$ cat config.mk
export PLATFORM = sky130hd
export DESIGN_NAME = hazard_ctrl
export DESIGN_NICKNAME = d
export VERILOG_FILES = /design/src/rtl/hazard_pkg.sv /design/src/rtl/hazard_ctrl_load_use_cmp.sv /design/src/rtl/hazard_ctrl.sv
export SDC_FILE = /design/constraint.sdc
export NUM_CORES = 1
export LEC_CHECK = 0
export ABC_AREA = 0
export CAP_MARGIN = 30
export CORE_AREA = 2 2 39 41
export CTS_CLUSTER_DIAMETER = 60
export DETAILED_ROUTE_END_ITERATION = 8
export DIE_AREA = 0 0 41 43
export PLACE_DENSITY = 0.7
export SKIP_LAST_GASP = 1
export SYNTH_ARGS = -nofsm -noshare
export SYNTH_HDL_FRONTEND = slang
export SYNTH_HIERARCHICAL = 1
export SYNTH_SLANG_ARGS = --single-unit
$ cat constraint.sdc
create_clock -name i_clk -period 2.6 [get_ports i_clk]
set_input_delay 0.65 -clock i_clk [delete_from_list [all_inputs] [get_ports i_clk]]
set_output_delay 0.65 -clock i_clk [all_outputs]
set_load 0.005 [all_outputs]
$ cat src/rtl/hazard_pkg.sv
// -----------------------------------------------------------------------------
// hazard_pkg
// Shared types and constants for the pipeline hazard controller and any
// logic (e.g. forwarding) that reuses the load-use comparator.
//   hz_state_e : controller state (RUN, LU_STALL)
//   REG_X0     : hard-wired zero register index
//   BUB_W      : width of the load-use bubble counter
// -----------------------------------------------------------------------------
package hazard_pkg;

    typedef enum logic {
        RUN      = 1'b0,
        LU_STALL = 1'b1
    } hz_state_e;

    localparam logic [4:0] REG_X0 = 5'd0;
    localparam int         BUB_W  = 3;

endpackage

$ cat src/rtl/hazard_ctrl_load_use_cmp.sv
// -----------------------------------------------------------------------------
// load_use_cmp
// Combinational load-use hazard detector: flags an ID instruction that reads
// the destination of a load still sitting in ID/EX.
//   i_id_rs1, i_id_rs2           : source register fields in ID
//   i_id_rs1_used, i_id_rs2_used : ID instruction actually reads that source
//   i_idex_memread, i_idex_rd    : ID/EX holds a load targeting i_idex_rd
//   o_lu_hit                     : load-use hazard present
// -----------------------------------------------------------------------------
module load_use_cmp
    import hazard_pkg::*;
(
    input  logic [4:0] i_id_rs1,
    input  logic [4:0] i_id_rs2,
    input  logic       i_id_rs1_used,
    input  logic       i_id_rs2_used,
    input  logic       i_idex_memread,
    input  logic [4:0] i_idex_rd,
    output logic       o_lu_hit
);

    logic w_rs1_match;
    logic w_rs2_match;

    assign w_rs1_match = i_id_rs1_used && (i_id_rs1 == i_idex_rd);
    assign w_rs2_match = i_id_rs2_used && (i_id_rs2 == i_idex_rd);

    // x0 is never written, so a "load" into it cannot create a dependency.
    assign o_lu_hit = i_idex_memread && (i_idex_rd != REG_X0) &&
                      (w_rs1_match || w_rs2_match);

endmodule

$ cat src/rtl/hazard_ctrl.sv
// -----------------------------------------------------------------------------
// hazard_ctrl
// Mealy hazard controller driving freeze / bubble / flush controls into the
// front of a five-stage pipeline.
// Parameters:
//   LOAD_LAT : bubbles inserted on a load-use hazard (1..7)
//   CNT_W    : performance counter width (HAZARD_PERF_EN builds only)
// Ports:
//   i_clk, i_rst           : clock, synchronous active-high reset
//   i_id_*                 : source fields / use flags of the ID instruction
//   i_idex_memread/_rd     : load currently in ID/EX and its destination
//   i_ex_branch_taken      : taken branch/jump resolved in EX this cycle
//   i_dmem_wait            : data memory stall, freezes the whole pipeline
//   o_pc_stall             : PC holds
//   o_if_id_stall/_flush   : IF/ID holds / loads a NOP
//   o_id_ex_hold/_clear    : ID/EX holds / loads a bubble
//   o_ex_mem_hold          : EX/MEM and MEM/WB hold
//   o_stall_cnt/_flush_cnt : cycle counters, present only when the macro
//                            HAZARD_PERF_EN is defined
// Outputs are combinational from state and inputs (zero-cycle latency).
// -----------------------------------------------------------------------------
module hazard_ctrl
    import hazard_pkg::*;
#(
    parameter int unsigned LOAD_LAT = 1,
    parameter int unsigned CNT_W    = 32
) (
    input  logic       i_clk,
    input  logic       i_rst,
    input  logic [4:0] i_id_rs1,
    input  logic [4:0] i_id_rs2,
    input  logic       i_id_rs1_used,
    input  logic       i_id_rs2_used,
    input  logic       i_idex_memread,
    input  logic [4:0] i_idex_rd,
    input  logic       i_ex_branch_taken,
    input  logic       i_dmem_wait,
    output logic       o_pc_stall,
    output logic       o_if_id_stall,
    output logic       o_if_id_flush,
    output logic       o_id_ex_hold,
    output logic       o_id_ex_clear,
    output logic       o_ex_mem_hold
`ifdef HAZARD_PERF_EN
    ,
    output logic [CNT_W-1:0] o_stall_cnt,
    output logic [CNT_W-1:0] o_flush_cnt
`endif
);

    generate
        if (LOAD_LAT < 1 || LOAD_LAT > 7 || CNT_W < 1) begin : g_bad_param
            $error("hazard_ctrl: LOAD_LAT must be 1..7 and CNT_W >= 1");
        end
    endgenerate

    // Bubbles still owed after the detection cycle.
    localparam logic [BUB_W-1:0] LAT_M1 = BUB_W'(LOAD_LAT - 1);

    hz_state_e        r_state, w_state_d;
    logic [BUB_W-1:0] r_bub_cnt, w_bub_cnt_d;
    logic             w_lu_hit;

    load_use_cmp u_lu_cmp (
        .i_id_rs1       (i_id_rs1),
        .i_id_rs2       (i_id_rs2),
        .i_id_rs1_used  (i_id_rs1_used),
        .i_id_rs2_used  (i_id_rs2_used),
        .i_idex_memread (i_idex_memread),
        .i_idex_rd      (i_idex_rd),
        .o_lu_hit       (w_lu_hit)
    );

    always_ff @(posedge i_clk) begin
        if (i_rst) begin
            r_state   <= RUN;
            r_bub_cnt <= '0;
        end else begin
            r_state   <= w_state_d;
            r_bub_cnt <= w_bub_cnt_d;
        end
    end

    // Priority: rst > dmem_wait > branch > LU_STALL hold > new load-use hit.
    always_comb begin
        o_pc_stall    = 1'b0;
        o_if_id_stall = 1'b0;
        o_if_id_flush = 1'b0;
        o_id_ex_hold  = 1'b0;
        o_id_ex_clear = 1'b0;
        o_ex_mem_hold = 1'b0;
        w_state_d     = r_state;
        w_bub_cnt_d   = r_bub_cnt;

        if (i_rst) begin
            // all outputs low; state cleared by the register process
        end else if (i_dmem_wait) begin
            // Full freeze: state and bubble count stay put, so a pending
            // load-use stall resumes where it left off.
            o_pc_stall    = 1'b1;
            o_if_id_stall = 1'b1;
            o_id_ex_hold  = 1'b1;
            o_ex_mem_hold = 1'b1;
        end else if (i_ex_branch_taken) begin
            // PC loads the target; both younger slots are squashed, which
            // also discards any stalled dependent instruction.
            o_if_id_flush = 1'b1;
            o_id_ex_clear = 1'b1;
            w_state_d     = RUN;
            w_bub_cnt_d   = '0;
        end else if (r_state == LU_STALL) begin
            o_pc_stall    = 1'b1;
            o_if_id_stall = 1'b1;
            o_id_ex_clear = 1'b1;
            w_bub_cnt_d   = r_bub_cnt - BUB_W'(1);
            if (r_bub_cnt == BUB_W'(1)) begin
                w_state_d = RUN;
            end
        end else if (w_lu_hit) begin
            o_pc_stall    = 1'b1;
            o_if_id_stall = 1'b1;
            o_id_ex_clear = 1'b1;
            if (LOAD_LAT > 1) begin
                w_state_d   = LU_STALL;
                w_bub_cnt_d = LAT_M1;
            end
        end
    end

`ifdef HAZARD_PERF_EN
    logic [CNT_W-1:0] r_stall_cnt;
    logic [CNT_W-1:0] r_flush_cnt;

    always_ff @(posedge i_clk) begin
        if (i_rst) begin
            r_stall_cnt <= '0;
            r_flush_cnt <= '0;
        end else begin
            if (o_pc_stall)    r_stall_cnt <= r_stall_cnt + CNT_W'(1);
            if (o_if_id_flush) r_flush_cnt <= r_flush_cnt + CNT_W'(1);
        end
    end

    assign o_stall_cnt = r_stall_cnt;
    assign o_flush_cnt = r_flush_cnt;
`endif

endmodule
==> metrics.txt, run 1 <==
status=finished, final reports clean; leakage power=between 0.3 and 0.4 nW; vias in the first global route=about 470; Yosys warnings=6; Num CTS Buffers=3; final core occ=between 50% and 60%; Cells after Synth=52; MaxCap Viol Count=0; internal power=about 0.16 mW; htree depth=1; Sequential Power Share=about 29%; unique cell type count in the Yosys netlist=23; Final setup viols=0; Req. time, crit path=approximately 2.0 ns; area of the core=~1400 sq um; launch point of the worst reg-to-reg path=r_bub_cnt[0]; min-delay src=r_bub_cnt[1]; initial antenna violation count=0; post-synth top area cell=dfxtp_1; #FFs+latches synth=4; Synth-to-Final Area Change=70.7%; Ports=28; time the worst path needs with I/O delays and setup=around 2.6 ns; Clk pwr share=a little over a third; Worst VDD drop=0.200 mV; ranking of synthesized cells by area=dfxtp_1, xor2_1, a21oi_1; Hold Path Stages=2; # rows=14; Residual DRC=0; DR iter-0 viols=5; Crit. End Element=output port; die width=41 um; layout cells sized above 1=37.3%; Final Skew=0.00404 ns; CTS tree=done; drt first pass iters=4; Routed WL=between 1000 and 1500 um; RSZ-0062 raised after global routing=yes; net switching power=~0.056 mW; Final Hold Vio Count=0; Sw Share=roughly a quarter; clock sinks=4; ys async rst share=0%; register-to-register path setup slack=1.42 ns; first-pass GRT wire length=between 1500 and 2000 um; # diodes=0; CTS clk-pin slew, worst paths=roughly 0.030 ns; Layout Cells excl Fill=a little under 100; syn avg cell area=8.20 sq um; Placed Cells incl. Taps=96; vias post-DR=around 470; final period utilization=99.0%; EDFF count, synth=0; Max transition margin=between 80% and 90%; grt ovf=0; Max Slew Vio Count=0; Total Die Area=1760 sq um; CP Max Fanout=2; met2 WL=between 600 and 700 um; Post-CTS Setup Bufs=0; count leader, synth=xor2_1; ANT nets after route=0; Pwr Total=roughly 0.21 mW; root buf cell=clkbuf_4; r2r worst-path depth=5; Slew @ Worst Pin=about 0.24 ns; Nets=approximately 110; Mapped Nets=76; I/O Buffers=27; Initial Util=between 30 and 40%; Seq/Total Area, Yosys=around a fifth; Final Wtd Congestion=between 0.7 and 0.8; WS Path Type=input pin to output port; Hold Crit Endpoint=r_bub_cnt[1]; PD cells=around 290 nW/um^2; Peak Freq=389 MHz; RR Endpoint=r_bub_cnt[1]; critical path arrival=about 1.9 ns; top_reg_cell synth=dfxtp_1; CTS Buffer Depth=2; clk_lat worst skew=0.24 ns; largest net degree at the start of global routing=9; CP startpoint kind=input pin; Total Routing Usage GR=approximately 16%; met3 wire len=about 66 um; Cell Area, Synth=~430 sq um; top-area cell type share of the netlist area=18.8%; Die Y=between 40 and 50 um; filler cell count in the final layout=approximately 150; vias per cell=4.73; hold_buf cts=0; M1 WL=between 400 and 500 um; Comb pwr share=a little over a third; DR WL/cell=between 10 and 15 um; top layer reached by signal wires=met3; HPWL Detailed=roughly 960 um; worst min path class=flop to flop; synth cell count leaders=xor2_1, a21oi_1, dfxtp_1
[repair_timing]
action / CTS / global route
endpoints found under the hold margin: 0 / 0
setup endpoints to repair: 5 / 4
gates resized for setup: 48 / 17
pin swaps: 12 / 14
[cell type report]
type | instances | area, sq um | share of cell area (%)
multi-input cells | 40 | 320 | 44.0
repair buffers | 33 | 274 | 37.6
flip-flops and latches | 4 | 80.1 | 11.0
clock buffers | 3 | 22.5 | 3.09
well taps | 16 | 20.0 | 2.75
inverters | 3 | 11.3 | 1.55
[power groups by stage]
stage / clock network (mW) / registers [mW] / logic (mW)
after floorplan: 0 / 0.0626 / 0.0298
after global placement: 0 / 0.0626 / 0.0787
after detailed placement: 0 / 0.0626 / 0.0797
after CTS: 0.0817 / 0.0617 / 0.0736
after global routing: 0.0880 / 0.0616 / 0.0814
final: 0.0780 / 0.0617 / 0.0745
[worst max-delay path: stages]
cell	delay, ns
buf_6	0.10
buf_6	0.11
or4_4	0.52
o21ai_2	0.14
a21oi_2	0.06
o21bai_1	0.14
a21oi_1	0.09
buf_2	0.13
[routing by layer]
metal | global-route usage [%] | vias to the layer above
met4 | 4.00 | 0
li1 | - | 243
met2 | 26.9 | 14
met3 | 7.85 | 0
met1 | 17.7 | 211
met5 | 0 | -
[layout by cell type, fill, tap and decap left out, drive strengths merged, types with 3 or more instances in the layout]
| master | n |
|---|---|
| o21ai | 3 |
| xor2 | 8 |
| inv | 3 |
| nor2 | 3 |
| nor3 | 3 |
| dfxtp | 4 |
| buf | 14 |
| a21oi | 6 |
| nand3 | 3 |
| clkdlybuf4s15 | 3 |
| clkbuf | 8 |
| clkdlybuf4s50 | 9 |
[logic make-up (layout without fill, tap and decap cells)]
group,count (synthesis),in the layout,share of synthesized area [%]
adders and majority gates,2,2,5.86
AOI/OAI and AO/OA,11,11,14.1
buffers and inverters,8,39,11.4
and+or+nand+nor,17,17,29.3
DFF,4,4,18.8
xor gates and xnor gates,10,10,20.5
[state kept, by name, summed over array words and instances, names as in the netlist]
name / flops
r_state: 1
r_bub_cnt: 3
[through the flow]
| step | area [sq um] | TNS [ns] | setup WS [ns] | hold slack [ns] |
|---|---|---|---|---|
| floorplan | 427 | 0 | 0.222 | 0.457 |
| global placement | 724 | -2.08 | -0.711 | 0.474 |
| detailed placement | 724 | -2.10 | -0.719 | 0.480 |
| CTS | 729 | 0 | 0.00410 | 0.498 |
| global route | 728 | -0.206 | -0.0758 | 0.538 |
| finish | 728 | 0 | 0.0261 | 0.487 |
[how the worst max path moves through the flow]
| stage | startpoint | endpoint | slack (ns) | cells past startpoint |
|---|---|---|---|---|
| floorplan | i_idex_rd[0] | o_pc_stall | 0.22 | 7 |
| global placement | i_idex_rd[3] | o_pc_stall | -0.71 | 8 |
| detailed placement | i_idex_rd[3] | o_if_id_stall | -0.72 | 8 |
| CTS | i_id_rs1[1] | o_id_ex_clear | 0.004 | 8 |
| global route | i_idex_rd[0] | o_pc_stall | -0.08 | 8 |
| finish | i_idex_rd[2] | o_pc_stall | 0.03 | 8 |
(Power assumes the default switching activity.)
==> run 2: changes to the inputs <==
- RECOVER_POWER: default -> 50
==> run 2 against run 1 <==
- worst setup slack better by 0.0010 ns
- first-iteration DRC count down 40%
- largest cell class unchanged
- worst hold slack unchanged
- sequential power about the same
==> metrics.txt, run 2 (synthesis gave the netlist of run 1 again) <==
Final Cell Area=724 sq um (-0.52%); Total Routing Usage GR=16.3% (unchanged); ANT nets after route=0 (unchanged); RSZ-0062 raised after global routing=yes; grt ovf=0 (unchanged); worst min path class=flop to flop; Largest Register=r_bub_cnt; Num CTS Buffers=3 (unchanged); CP Max Fanout=2 (unchanged); clk_lat worst skew=0.24 ns (about the same); Placement Setup Slack=-0.719 ns (unchanged); Total Die Area=1760 sq um (unchanged); layout cells sized above 1=36.1% (-1.2 points); vias per cell=4.70 (-0.64%); I/O Buffers=27 (unchanged); critical path arrival=1.92 ns (about the same); Residual DRC=0 (unchanged); # diodes=0 (unchanged); Max stage delay on crit path=0.52 ns (about the same); Top delay family on crit path=simple AND/OR/NAND/NOR gates; time the worst path needs with I/O delays and setup=2.57 ns (-0.000997 ns); Initial Util=30.8% (unchanged); DR iter-0 viols=3 (-2); Max Slew Vio Count=0 (unchanged); WS Path Type=input pin to output port; final period utilization=99.0% (about the same); worst path buffer plus inverter count=3 (unchanged); Max transition margin=77.8% (-5.9 points); Req. time, crit path=1.95 ns (about the same); worst-path cell chain=buf_6 -> buf_6 -> or4_4 -> o21ai_2 -> a21oi_2 -> o21bai_1 -> a21oi_1 -> buf_2; Synth-to-Final Area Change=69.8%; vias post-DR=465 (-0.64%); CTS tree=done; Regs by FF count=r_bub_cnt: 3 flops, r_state: 1 flops; Worst VDD drop=0.200 mV (about the same); Final setup viols=0 (unchanged); most frequent cells in the layout=clkdlybuf4s50_1, xor2_1, a21oi_1, clkbuf_2, buf_2; die width=41 um (unchanged); Final Worst Setup Slack=0.0271 ns (+0.000997 ns); HPWL Detailed=962 um (unchanged); Peak Freq=389 MHz (about the same); root buf cell=clkbuf_4; filler cell count in the final layout=150 (+1.4%); initial antenna violation count=0 (unchanged); Pwr Total=0.214 mW (-0.29%); clock sinks=4 (unchanged); first-pass GRT wire length=1900 um (unchanged); htree depth=1 (unchanged); CTS clk-pin slew, worst paths=0.03 ns (about the same); # rows=14 (unchanged); drt first pass iters=4 (unchanged); dpl cell area=724 sq um (unchanged); Slew @ Worst Pin=0.332 ns (+0.0890 ns); Final Hold Vio Count=0 (unchanged); DR WL/cell=11.9 um (+0.94%); leakage power=0.314 nW (-1.1%); Die Y=43 um (unchanged); CP max stage cell=or4_4; Final Skew=0.00399 ns (-0.0000468 ns); area of the core=1380 sq um (unchanged); most common cell after layout, fill and taps aside=clkdlybuf4s50_1; CTS Buffer Depth=2 (unchanged); Ports=28 (unchanged); Nets=109 (unchanged); CP most frequent cell=buf_6; hold_buf cts=0 (unchanged); PD cells=295 nW/um^2 (+0.23%); vias in the first global route=473 (unchanged); register-to-register path setup slack=1.42 ns (about the same); Routed WL=1180 um (+0.94%); number of flip-flops in the largest register=3 (unchanged); status=finished, final reports clean; CP startpoint kind=input pin; Final Wtd Congestion=0.766 (unchanged); MaxCap Viol Count=0 (unchanged); largest net degree at the start of global routing=9 (unchanged); Crit. End Element=output port
## run 2: cell count changes in the layout (fill, tap and decap cells not counted), sizes merged
cell,previous run,this run
clkbuf,8,9
buf,14,13
## run 2: worst register-to-register path, delay by kind of cell (launching register included)
family	cells	cell delay (ns)
flops	1	0.38
fa+ha+maj	1	0.30
simple gates	2	0.30
buf+inv	1	0.06
compound gates	1	0.06
## run 2: layer usage
metal	part of all wire [%]	global-route usage, %	up-vias
li1	-	-	243
met1	41	17.7	208
met2	53	26.9	14
met3	5.6	7.85	0
met4	0	4.00	0
met5	0	0	-
## run 2: area by class of cell
type / count / area [sq um] / area share, %
multi-input cells: 40 / 320 / 44.2
repair buffers: 33 / 270 / 37.3
flip-flops and latches: 4 / 80.1 / 11.1
clock buffers: 3 / 22.5 / 3.11
well taps: 16 / 20.0 / 2.76
inverters: 3 / 11.3 / 1.55
## run 2: worst paths after layout
check / start / end / depth (start not counted)
worst max-delay path: i_idex_rd[2] / o_pc_stall / 8
worst min-delay path: r_bub_cnt[1] / r_bub_cnt[1] / 2
worst max register to register: r_bub_cnt[0] / r_bub_cnt[1] / 5
worst min register to register: r_bub_cnt[1] / r_bub_cnt[1] / 2
## run 2: timing repair
item | 4_1_cts | 5_1_grt
pin swaps | 12 | 14
gates resized for setup | 48 | 17
setup buffers | 0 | 0
hold endpoints to repair | 0 | 0
cloned | 0 | 0
setup endpoints to repair | 5 | 4
## run 2: through the flow
step	setup TNS [ns]	utilization, %	hold slack, ns	instances
final	0	52.4	0.487	99
after global routing	-0.205	52.4	0.538	99
after CTS	0	52.7	0.498	99
after detailed placement	-2.10	52.4	0.480	96
after global placement	-2.08	52.4	0.474	96
after floorplan	0	-	0.457	52
## run 2: power breakdown
part           internal, mW  switching (mW)  leakage [nW]
Clock                0.0517          0.0263        0.0138
Combinational        0.0442          0.0298         0.268
Sequential           0.0617               0        0.0322
==> run 3: changes to the inputs <==
- SETUP_SLACK_MARGIN: default -> 0.15
==> run 3 against run 2 <==
- routed wire length increased by 2.7%
- flip-flop and latch count unchanged
- clock power about the same
- register-to-register slack about the same
- non-clock buffer count increased by 1
- worst hold slack unchanged
==> metrics.txt, run 3 (synthesis gave the netlist of run 1 again) <==
Residual DRC=0 (unchanged); met3 Use GR=7.85% (unchanged); PD cells=288 nW/um^2 (-2.5%); M1 GR Usage=17.7% (unchanged); Crit. End Element=output port; htree depth=1 (unchanged); Die Y=43 um (unchanged); vias in the first global route=482 (+1.9%); Ports=28 (unchanged); Final Cell Area=754 sq um (+4.1%); clk_lat worst skew=0.24 ns (about the same); WS Path Type=input pin to output port; die width=41 um (unchanged); Nets=110 (+0.92%); clock sinks=4 (unchanged); Largest Register=r_bub_cnt; Final Hold Vio Count=0 (unchanged); Max transition margin=81.8% (+3.9 points); status=finished, final reports clean; Slew @ Worst Pin=0.274 ns (-0.0587 ns); vias post-DR=468 (+0.65%); time the worst path needs with I/O delays and setup=2.59 ns (+0.0158 ns); CTS clk-pin slew, worst paths=0.03 ns (about the same); worst min path class=flop to flop; Synth-to-Final Area Change=76.8%; Final setup viols=0 (unchanged); Max Slew Vio Count=0 (unchanged); worst-path cell chain=clkdlybuf4s50_1 -> xnor2_1 -> nand3_1 -> a21oi_2 -> o21bai_1 -> a21oi_1 -> buf_2; leakage power=0.331 nW (+5.4%); dpl cell area=724 sq um (unchanged); HPWL Detailed=962 um (unchanged); Final Worst Setup Slack=0.0113 ns (-0.0158 ns); Total Die Area=1760 sq um (unchanged); Top delay family on crit path=buffers and inverters; Hold Slack=0.487 ns (unchanged); grt peak-use layer=met2; M2 GR Usage=27.8% (+0.94 points); I/O Buffers=27 (unchanged); hold_buf cts=0 (unchanged); Req. time, crit path=1.95 ns (about the same); CTS tree=done; CTS Buffer Depth=2 (unchanged); CP max stage cell=clkdlybuf4s50_1; Num CTS Buffers=3 (unchanged); DR iter-0 viols=5 (+2); setup TNS=0 ns (unchanged); RSZ-0062 raised after global routing=yes; Total Routing Usage GR=16.6% (+0.30 points); Initial Util=30.8% (unchanged); Max stage delay on crit path=0.48 ns (-0.04 ns); CP Max Fanout=2 (unchanged); root buf cell=clkbuf_4; DR WL/cell=12.1 um (+1.7%); final core occ=54.5% (+2.2 points); Pwr Total=0.217 mW (+1.6%); first-pass GRT wire length=1940 um (+1.8%); critical path arrival=1.94 ns (+0.02 ns); Routed WL=1210 um (+2.7%); Final Wtd Congestion=0.766 (unchanged); filler cell count in the final layout=140 (-6.7%); Layout Cells excl Fill=100 (+1.0%); MaxCap Viol Count=0 (unchanged); # rows=14 (unchanged); most frequent cells in the layout=clkdlybuf4s50_1, buf_2, xor2_1; # diodes=0 (unchanged); Peak Freq=386 MHz (-0.61%); final period utilization=99.6% (+0.61 points); vias per cell=4.68 (-0.36%); number of flip-flops in the largest register=3 (unchanged); ANT nets after route=0 (unchanged); largest net degree at the start of global routing=9 (unchanged); area of the core=1380 sq um (unchanged); drt first pass iters=4 (unchanged); Final Skew=0.00402 ns (+0.0000248 ns); grt ovf=0 (unchanged); worst path buffer plus inverter count=2 (-1); layout cells sized above 1=40.5% (+4.3 points); Worst VDD drop=0.199 mV (-0.15%); initial antenna violation count=0 (unchanged); CP startpoint kind=input pin; Regs by FF count=r_bub_cnt: 3 flops, r_state: 1 flops; Placement Setup Slack=-0.719 ns (unchanged); Placed Cells incl. Taps=96 (unchanged)
[run 3: cell count changes in the layout (fill, tap and decap cells not counted)]
cell	previous run	this run
buf_2	5	7
buf_4	4	3
buf_6	4	3
buf_8	0	1
clkbuf_2	5	4
clkbuf_4	3	4
clkdlybuf4s50_1	9	7
dlygate4sd2_1	1	2
dlymetal6s2s_1	1	2
nor3b_1	1	0
nor3b_2	0	1
xor2_1	8	6
xor2_2	0	2
[run 3: metal layers]
metal,wire (um),up-vias,share of wire (%)
met5,0,-,0
met4,6,0,0.50
met3,53,2,4.4
met2,640,14,53
met1,511,211,42
li1,-,241,-
[run 3: worst paths after layout]
| kind | startpoint | end | slack, ns | depth (start not counted) |
|---|---|---|---|---|
| max | i_id_rs2[0] | o_pc_stall | 0.01 | 7 |
| min reg2reg | r_bub_cnt[1] | r_bub_cnt[1] | 0.49 | 2 |
| min | r_bub_cnt[1] | r_bub_cnt[1] | 0.49 | 2 |
| max reg2reg | r_bub_cnt[0] | r_bub_cnt[1] | 1.42 | 5 |
[run 3: cell type report]
type / instances / area (sq um) / share of cell area, %
inverter: 3 / 11.3 / 1.49
clock buffer: 3 / 22.5 / 2.99
tap: 16 / 20.0 / 2.65
sequential: 4 / 80.1 / 10.6
timing repair buffer: 34 / 280 / 37.1
multi-input combinational: 40 / 340 / 45.1
[run 3: power breakdown]
| part | internal (mW) | total, mW | switching (mW) |
|---|---|---|---|
| Sequential | 0.0617 | 0.0617 | 0 |
| Combinational | 0.0458 | 0.0774 | 0.0316 |
| Clock | 0.0517 | 0.0780 | 0.0263 |
| Total | 0.159 | 0.217 | 0.0579 |
[run 3: worst reg2reg max path: cells and delay by family (launching register included)]
family	cells	cell delay [ns]
AOI/OAI and AO/OA	1	0.06
DFF	1	0.38
adders and majority gates	1	0.30
buffers and inverters	1	0.06
and+or+nand+nor	2	0.30
[run 3: timing repair]
| action | 4_1_cts | 5_1_grt |
|---|---|---|
| endpoints found under the setup margin | 6 | 4 |
| gates resized for setup | 50 | 22 |
| buffers inserted | 1 | 0 |
| pin swaps | 13 | 16 |
